### src/rtl/cordic_iter_unit.sv
// rtl/cordic_iter_unit.sv - folded CORDIC engine, rotation/vectoring with range reduction and gain compensation
module cordic_iter_unit #(
   parameter int DATA_WIDTH = 16,
   parameter int FRAC_WIDTH = 8,
   parameter int WORK_WIDTH = 32,
   parameter int WORK_FRAC  = 20,
   parameter int ITER_NUM   = 12,
   parameter int CNT_WIDTH  = 4,
   parameter int GAIN_COMP  = 636751
) (
   input  logic                  clk,
   input  logic                  reset,
   input  logic                  in_valid,
   output logic                  in_ready,
   input  logic                  mode,
   input  logic [DATA_WIDTH-1:0] x_in,
   input  logic [DATA_WIDTH-1:0] y_in,
   input  logic [DATA_WIDTH-1:0] angle_in,
   output logic                  out_valid,
   input  logic                  out_ready,
   output logic [DATA_WIDTH-1:0] x_out,
   output logic [DATA_WIDTH-1:0] y_out,
   output logic [DATA_WIDTH-1:0] angle_out,
   output logic                  sat_out,
   output logic                  err_out
);

   localparam int SH_IN = WORK_FRAC - FRAC_WIDTH;
   localparam int PW    = 2 * WORK_WIDTH;

   // pi is derived from its 30-fraction-bit constant so it tracks WORK_FRAC
   localparam logic signed [WORK_WIDTH-1:0] PI_W =
      WORK_WIDTH'((64'd3373259426 + (64'd1 << (29 - WORK_FRAC))) >> (30 - WORK_FRAC));
   localparam logic signed [WORK_WIDTH-1:0] HALF_PI  = PI_W >>> 1;
   localparam logic signed [PW-1:0]         GAIN_P   = PW'(GAIN_COMP);
   localparam logic signed [PW-1:0]         RND_HALF = PW'(1) <<< (SH_IN - 1);
   localparam logic signed [PW-1:0]         MAX_O    = (PW'(1) <<< (DATA_WIDTH - 1)) - PW'(1);
   localparam logic signed [PW-1:0]         MIN_O    = ~MAX_O;

   typedef enum logic [2:0] {IDLE, PRE, ITER, POST, HOLD} state_t;

   state_t                         state;
   logic [CNT_WIDTH-1:0]           cnt;
   logic                           mode_r;
   logic                           err_r;
   logic signed [WORK_WIDTH-1:0]   x_r, y_r, z_r;
   logic [DATA_WIDTH-1:0]          ang_r;

   logic signed [WORK_WIDTH-1:0]   atan_w, x_sh, y_sh, x_nx, y_nx, z_nx;
   logic                           d_pos;
   logic signed [PW-1:0]           gx, gy, zq;
   logic [DATA_WIDTH:0]            cx, cy, cz;

   // atan(2^-i) with 20 fraction bits (the default WORK_FRAC)
   function automatic int atan_q20(input int i);
      case (i)
         0:  return 823550;
         1:  return 486170;
         2:  return 256879;
         3:  return 130396;
         4:  return 65451;
         5:  return 32757;
         6:  return 16383;
         7:  return 8192;
         8:  return 4096;
         9:  return 2048;
         10: return 1024;
         11: return 512;
         12: return 256;
         13: return 128;
         14: return 64;
         15: return 32;
         16: return 16;
         17: return 8;
         18: return 4;
         19: return 2;
         default: return 0;
      endcase
   endfunction

   function automatic logic signed [PW-1:0] rnd(input logic signed [PW-1:0] v);
      return (v + RND_HALF) >>> SH_IN;
   endfunction

   // returns {clipped, value}
   function automatic logic [DATA_WIDTH:0] clip(input logic signed [PW-1:0] v);
      if (v > MAX_O)
         return {1'b1, MAX_O[DATA_WIDTH-1:0]};
      else if (v < MIN_O)
         return {1'b1, MIN_O[DATA_WIDTH-1:0]};
      else
         return {1'b0, v[DATA_WIDTH-1:0]};
   endfunction

   assign atan_w = WORK_WIDTH'(atan_q20(32'(cnt)));

   always_comb begin
      x_sh  = x_r >>> cnt;
      y_sh  = y_r >>> cnt;
      d_pos = mode_r ? y_r[WORK_WIDTH-1] : !z_r[WORK_WIDTH-1];
      if (d_pos) begin
         x_nx = x_r - y_sh;
         y_nx = y_r + x_sh;
         z_nx = z_r - atan_w;
      end else begin
         x_nx = x_r + y_sh;
         y_nx = y_r - x_sh;
         z_nx = z_r + atan_w;
      end
   end

   always_comb begin
      gx = rnd((PW'(x_r) * GAIN_P) >>> WORK_FRAC);
      gy = rnd((PW'(y_r) * GAIN_P) >>> WORK_FRAC);
      zq = rnd(PW'(z_r));
      cx = clip(gx);
      cy = clip(gy);
      cz = clip(zq);
   end

   always_ff @(posedge clk or posedge reset) begin
      if (reset) begin
         state     <= IDLE;
         cnt       <= '0;
         mode_r    <= 1'b0;
         err_r     <= 1'b0;
         x_r       <= '0;
         y_r       <= '0;
         z_r       <= '0;
         ang_r     <= '0;
         in_ready  <= 1'b1;
         out_valid <= 1'b0;
         x_out     <= '0;
         y_out     <= '0;
         angle_out <= '0;
         sat_out   <= 1'b0;
         err_out   <= 1'b0;
      end else begin
         case (state)
            IDLE: begin
               if (in_valid && in_ready) begin
                  mode_r   <= mode;
                  err_r    <= 1'b0;
                  ang_r    <= angle_in;
                  x_r      <= WORK_WIDTH'($signed(x_in)) <<< SH_IN;
                  y_r      <= WORK_WIDTH'($signed(y_in)) <<< SH_IN;
                  z_r      <= mode ? '0 : (WORK_WIDTH'($signed(angle_in)) <<< SH_IN);
                  in_ready <= 1'b0;
                  state    <= PRE;
               end
            end
            PRE: begin
               cnt   <= '0;
               state <= ITER;
               if (!mode_r) begin
                  if (z_r > PI_W || z_r < -PI_W) begin
                     err_r <= 1'b1;
                     x_r   <= '0;
                     y_r   <= '0;
                     z_r   <= '0;
                  end else if (z_r > HALF_PI) begin
                     z_r <= z_r - PI_W;
                     x_r <= -x_r;
                     y_r <= -y_r;
                  end else if (z_r < -HALF_PI) begin
                     z_r <= z_r + PI_W;
                     x_r <= -x_r;
                     y_r <= -y_r;
                  end
               end else if (x_r[WORK_WIDTH-1]) begin
                  // rotate by pi into the right half-plane and pre-load the angle
                  x_r <= -x_r;
                  y_r <= -y_r;
                  z_r <= y_r[WORK_WIDTH-1] ? -PI_W : PI_W;
               end else begin
                  z_r <= '0;
               end
            end
            ITER: begin
               x_r <= x_nx;
               y_r <= y_nx;
               z_r <= z_nx;
               if (cnt == CNT_WIDTH'(ITER_NUM - 1))
                  state <= POST;
               else
                  cnt <= cnt + 1'b1;
            end
            POST: begin
               x_out     <= cx[DATA_WIDTH-1:0];
               y_out     <= cy[DATA_WIDTH-1:0];
               angle_out <= mode_r ? cz[DATA_WIDTH-1:0] : ang_r;
               sat_out   <= cx[DATA_WIDTH] | cy[DATA_WIDTH] | (mode_r & cz[DATA_WIDTH]);
               err_out   <= err_r;
               out_valid <= 1'b1;
               state     <= HOLD;
            end
            HOLD: begin
               if (out_ready) begin
                  out_valid <= 1'b0;
                  in_ready  <= 1'b1;
                  state     <= IDLE;
               end
            end
            default: begin
               out_valid <= 1'b0;
               in_ready  <= 1'b1;
               state     <= IDLE;
            end
         endcase
      end
   end

endmodule

### config.mk
export PLATFORM = sky130hd
export DESIGN_NAME = cordic_iter_unit
export DESIGN_NICKNAME = d
export VERILOG_FILES = /design/src/rtl/cordic_iter_unit.sv
export SDC_FILE = /design/constraint.sdc
export NUM_CORES = 2
export LEC_CHECK = 0
export BUFFER_PORTS_ARGS = -buffer_cell sky130_fd_sc_hd__clkbuf_2
export CORE_MARGIN = 2
export CORE_UTILIZATION = 60
export DETAILED_ROUTE_END_ITERATION = 8
export GPL_TIMING_DRIVEN = 0
export HOLD_SLACK_MARGIN = 0.02
export PLACE_DENSITY = 0.8
export SLEW_MARGIN = 20
export SYNTH_ARGS = -nofsm -noshare
export SYNTH_HDL_FRONTEND = slang
export SYNTH_SLANG_ARGS = --single-unit
### constraint.sdc
create_clock -name clk -period 8.9 [get_ports clk]
set_input_delay 1.78 -clock clk [delete_from_list [all_inputs] [get_ports clk]]
set_output_delay 1.78 -clock clk [all_outputs]
set_load 0.005 [all_outputs]
[After elaboration in Yosys (flattened, before gate mapping)]
Memories as Yosys holds them, arrays and structs flattened.
Index checks and enable logic that the tools add are counted.
Storage, ports and cells
  register bits: 173
  memory bits (read-only): 320
  memories: 1
  bits of input ports: 53
Operators by class
  add/sub/neg operators: 14
  $mul: 2
  reductions and logical operators: 17
  multiplexer cells: 48
  magnitude comparators: 10
  shift-type cells: 2
  bitwise gates (word level): 5
  equal/unequal tests: 13
Memories
  (name not given): words 16, width 20, rd ports 1, clocked after Yosys merged registers in 0, write ports 0, line 56  | case (i)
Operators by type and width (number)
  32-bit 2-to-1 mux: 23
  32-bit one-hot mux with 3 select lines: 3
  32-bit by 21-bit multiplier with 53-bit output (second input constant): 2
  17-bit 2-to-1 mux: 6
  32-bit adder: 3
  32-bit subtractor: 3
  33-bit by 13-bit adder with 34-bit output (second input constant): 2
  32-bit negation: 2
  32-bit by 4-bit >>> shifter with 32-bit output: 2
  22-bit by 16-bit greater-than comparator with 1-bit output (second input constant): 2
  22-bit by 16-bit < comparator with 1-bit output (second input constant): 2
  32-bit by 13-bit adder with 33-bit output (second input constant): 1
  32-bit by 23-bit adder with 32-bit output (second input constant): 1
  32-bit by 22-bit greater-than comparator with 1-bit output (second input constant): 1
  32-bit by 23-bit greater-than comparator with 1-bit output (second input constant): 1
  32-bit by 22-bit < comparator with 1-bit output (second input constant): 1
  32-bit by 23-bit < comparator with 1-bit output (second input constant): 1
  32-bit by 23-bit subtractor with 32-bit output (second input constant): 1
  21-bit by 16-bit greater-than comparator with 1-bit output (second input constant): 1
  21-bit by 16-bit < comparator with 1-bit output (second input constant): 1
  16-bit 2-to-1 mux: 1
  3-bit one-hot mux with 5 select lines: 1
  2-bit inequality test (second input constant): 6
  3-bit 2-to-1 mux: 3
  other kinds (25): 41

[Depth between registers and ports, before layout]
  depth after elaboration: 7
  mapped depth: 33
  gate-level depth less buffers: 31

[Worst setup path after synthesis]
OpenSTA, ideal clock, no wires.
  kind: reg-to-reg
  start: register y_r[31]
  end: register y_out[10]
  stages on the path, launching flop included: 28
  library setup time: 121 ps
  clock period less this slack: 8941 ps
  buffers on the path: 3
  data arrival time: 8820 ps
  data required time: 8779 ps
  path slack: -41 ps
  path through: dfrtp_1 > clkbuf_1 > clkinv_1 > clkbuf_1 > fa_1 > inv_1 > fa_1 > fa_1 > fa_1 > inv_1 > fa_1 > inv_1 > ha_1 > a21o_1 > a31o_2 > a311oi_1 > o31ai_1 > and3_1 > or2_2 > xor2_1 > o211ai_1 > or4_1 > nand3b_1 > xor2_1 > a41oi_1 > clkbuf_1 > nor2_1 > o22a_1
On the way
  cells in the longest elaborated chain, start to end: 5
RTL lines
  from (decl): line 46  | logic signed [WORK_WIDTH-1:0] x_r, y_r, z_r;
  from (signal assigned): line 146  | y_r <= WORK_WIDTH'($signed(y_in)) <<< SH_IN;
  from (signal assigned): line 164  | y_r <= -y_r;
  from (signal assigned): line 168  | y_r <= -y_r;
  32-bit by 21-bit multiplier with 53-bit output (*): line 114  | gy = rnd((PW'(y_r) * GAIN_P) >>> WORK_FRAC);
  33-bit by 13-bit adder with 34-bit output (*): line 82  | return (v + RND_HALF) >>> SH_IN;
  22-bit by 16-bit < comparator with 1-bit output: line 89  | else if (v < MIN_O)
  17-bit 2-to-1 mux: line 89
  17-bit 2-to-1 mux (*): line 87  | if (v > MAX_O)
  to (signal assigned): line 190  | y_out <= cy[DATA_WIDTH-1:0];
  to (decl): line 22  | output logic [DATA_WIDTH-1:0] y_out,
Mark *: on every way between the ends. The rest lies on a longest branch, timed or not.
A chain may end at the register's enable or synchronous reset.

[Worst setup path in the final report]
  start: register x_r[6]
  end: register x_out[8]
On the way
  cells in the longest elaborated chain, start to end: 5
RTL lines
  from (decl): line 46
  from (signal assigned): line 145  | x_r <= WORK_WIDTH'($signed(x_in)) <<< SH_IN;
  from (signal assigned): line 163  | x_r <= -x_r;
  from (signal assigned): line 167  | x_r <= -x_r;
  32-bit by 21-bit multiplier with 53-bit output (*): line 113  | gx = rnd((PW'(x_r) * GAIN_P) >>> WORK_FRAC);
  33-bit by 13-bit adder with 34-bit output (*): line 82
  22-bit by 16-bit < comparator with 1-bit output: line 89
  17-bit 2-to-1 mux: line 89
  17-bit 2-to-1 mux (*): line 87
  to (signal assigned): line 189  | x_out <= cx[DATA_WIDTH-1:0];
  to (decl): line 21  | output logic [DATA_WIDTH-1:0] x_out,
Marked as above.

==> impl_metrics.yaml <==
run_status:
  status: "complete, no violations"
cells_and_area:
  drive_above_1_share_pct: 13.5
  area_delta_synth_final_pct: 12.1
  antennaDiodeCount: 0
  fin_area_sq_um: 55100
  layoutNonFillerInstCount: 6930
  nets: 7258
sta:
  setup_violations: 0
  maxSlewHeadroom_pct: 10.6
  worst_pin_slew_ns: 1.34
  period_share_pct: 100
  period_needed_ns: 8.90
  report.final.slew_viol_count: 0
  finClkSkew_ns: 0.0233
  finalHoldViolCount: 0
  fmax_mhz: 112
worst_setup_path:
  r2r_start: "x_r[6]"
  cp-endpoint: "x_out[8]"
  r2r-end: "x_out[8]"
  required_ns: 9.32
  crit_fanout: 8
  cp_slowest_cell: "or4b_4"
  cp_common_cell: "fa_1"
  end_kind: "flip-flop"
  startpoint_type: "flip-flop"
  critPathKind: "reg -> reg"
  startpoint: "x_r[6]"
  r2r_slack_ns: 0.003
  reg2reg_depth: 29
  path_delay_family: "adder cells"
  path_buf_inv: 6
  cpPeakStageDelay_ns: 0.61
  cp.depth: 29
  crit_arrival_ns: 9.31
global_routing:
  grt_util_all_layers_pct: 37.5
  grt_overflow: 0
  grt_pass1_wl_microns: 246000
  antenna_found_initial: 0
  grt_max_degree: 80
  grt_pass1_vias: 44100
placed_design:
  gp_congestion: 1.03
  placed_cells: 6711
  io_buffers: 104
  place.detailed.hpwl_microns: 123000
  placed_area_sq_um: 51200
clock_tree:
  cts.sinks: 173
  cts_max_path_buffers: 2
  clk_pin_slew_ns: 0.09
  cts_made_buffers: 17
  cts_root_buf: "clkbuf_16"
  clk_latency_ns: 0.53
  cts_tree: "done"
  cts-htree-levels: 4
synth:
  synth_top_flop_cell: "dfrtp_1"
  synth_seq_area_share_pct: 8.81
  synthAdderAreaFrac_pct: 44.0
  yosys.area_share.simple_pct: 11.5
  ys_async_sr_fraction_pct: 100
  synth_top_family_by_area: "adder cells"
  yosys.area.top_type_share_pct: 25.9
  ys_warn_count: 0
  synth-compound-area-share_pct: 14.9
  synth_area_leaders: "fa_1, ha_1, dfrtp_1, inv_1, xnor2_1"
  ys_types: 110
  netlist_area_sq_um: 49200
  yosys.area.top_type: "fa_1"
  synth_mux_area_share_pct: 4.77
  synth.avg_cell_area_sq_um: 8.87
  synth_xor_area_share_pct: 6.93
  synth-seq-cells: 173
  syn_nets: 6941
  syn_inst: 5540
  synth_edf_count: 0
route:
  wl_met1_microns: 63100
  met2_wirelength_microns: 71600
  drt.antenna.violating_nets: 0
  wl_per_cell_microns: 23.5
  routed.top_layer: "met4"
  drt-initial-drc-count: 5199
  met3RoutedLength_microns: 17700
  first_pass_iters: 9
  vias: 44100
  drcViolationCount: 0
  via_per_inst: 6.36
  wl_microns: 163000
floorplanning:
  initial_utilization_pct: 60.8
  core-area_sq_um: 80800
  row_count: 104
  die_area_sq_um: 84200
  die_w_microns: 290
  die_y_microns: 290
  ios: 105
worst_hold_path:
  min_path_type: "reg -> reg"
  hold_start: "err_out"
run:
  cap_violations: 0
-- cells in the final DEF, fill, tap and decap left out, drive strengths merged, types with 39 or more instances in the layout --
cell    count
inv       994
ha        713
fa        635
nand2     391
a21oi     377
clkbuf    251
xnor2     249
o21ai     246
nor2      241
buf       232
dfrtp     172
xor2      140
nand3      99
nor3       82
a31oi      76
mux4       66
a21o       66
nor2b      54
mux2i      52
and3       52
o22ai      47
nand4      45
and2       42
o21a       39
-- synthesized netlist by cell type (50+ instances only) --
library cell    n
inv_1         997
ha_1          713
fa_1          635
nand2_1       389
a21oi_1       367
xnor2_1       249
o21ai_0       242
nor2_1        241
dfrtp_1       172
xor2_1        140
clkbuf_1      133
nand3_1        99
nor3_1         79
a31oi_1        76
a21o_1         66
mux4_2         66
nor2b_1        54
mux2i_1        52
and3_1         50
-- flip-flops by register name, indices dropped and copies added, names as in the netlist --
| register | cells |
|---|---|
| x_r | 32 |
| y_r | 32 |
| z_r | 32 |
| ang_r | 16 |
| angle_out | 16 |
| x_out | 16 |
| y_out | 16 |
| cnt | 4 |
| state | 3 |
| err_out | 1 |
| err_r | 1 |
| in_ready | 1 |
| mode_r | 1 |
| out_valid | 1 |
| sat_out | 1 |
-- kinds of logic after synthesis --
family	after synthesis
fa+ha+maj	1348
buf+inv	1169
simple gates	1163
compound gates	1150
xor+xnor	389
flops	173
mux	148
-- stage by stage --
step                util [%]  hold slack (ns)  setup slack, ns  TNS (ns)
finish                  68.2            0.477          0.00322         0
global route            68.2            0.516           -0.153     -2.44
CTS                     66.0            0.478         0.000631         0
detailed placement      63.3            0.459            -2.06    -53.78
global placement        63.1            0.451            -2.79    -76.75
floorplan                  -            0.462            0.200         0
-- timing repair --
| item | in CTS | in global routing |
|---|---|---|
| cloned | 1 | 0 |
| resized for setup | 196 | 229 |
| pin swaps | 18 | 79 |
| buffers inserted | 114 | 80 |
| hold buffers | 0 | 0 |
| endpoints found under the setup margin | 33 | 36 |
-- area by class of cell --
class	count	area [sq um]
multi-input combinational	4198	41700
fill	6080	25700
sequential	173	4550
inverter	1001	3820
timing repair buffer	306	2360
tap	1060	1330
buffer	160	689
clock buffer	17	425
clock inverter	15	204
-- worst register-to-register path, delay by kind of cell (launching register included) --
kind / cells / cell delay, ns
adder cells (fa/ha/maj): 8 / 3.25
AND/OR/NAND/NOR: 8 / 2.54
AO/OA/AOI/OAI: 6 / 1.67
buffers and inverters: 6 / 0.74
flip-flops: 1 / 0.46
XOR/XNOR: 1 / 0.14
-- worst min path at each step --
stage | slack [ns] | cells past startpoint | to
2_1_floorplan | 0.46 | 2 | err_out
3_5_place_dp | 0.46 | 2 | x_out[0]
6_report | 0.48 | 2 | err_out
4_1_cts | 0.48 | 2 | x_out[0]
3_3_place_gp | 0.45 | 2 | x_out[0]
5_1_grt | 0.52 | 1 | y_out[15]
-- metal layers --
layer  vias up  GRT usage [%]
met1     21600           49.7
met2      2608           56.6
met5         -              0
met3       600           9.38
met4         0           20.3
li1      19300              -
Power is not shown: default switching activity piles up to over one toggle a cycle in this logic, so the estimate is an artifact.
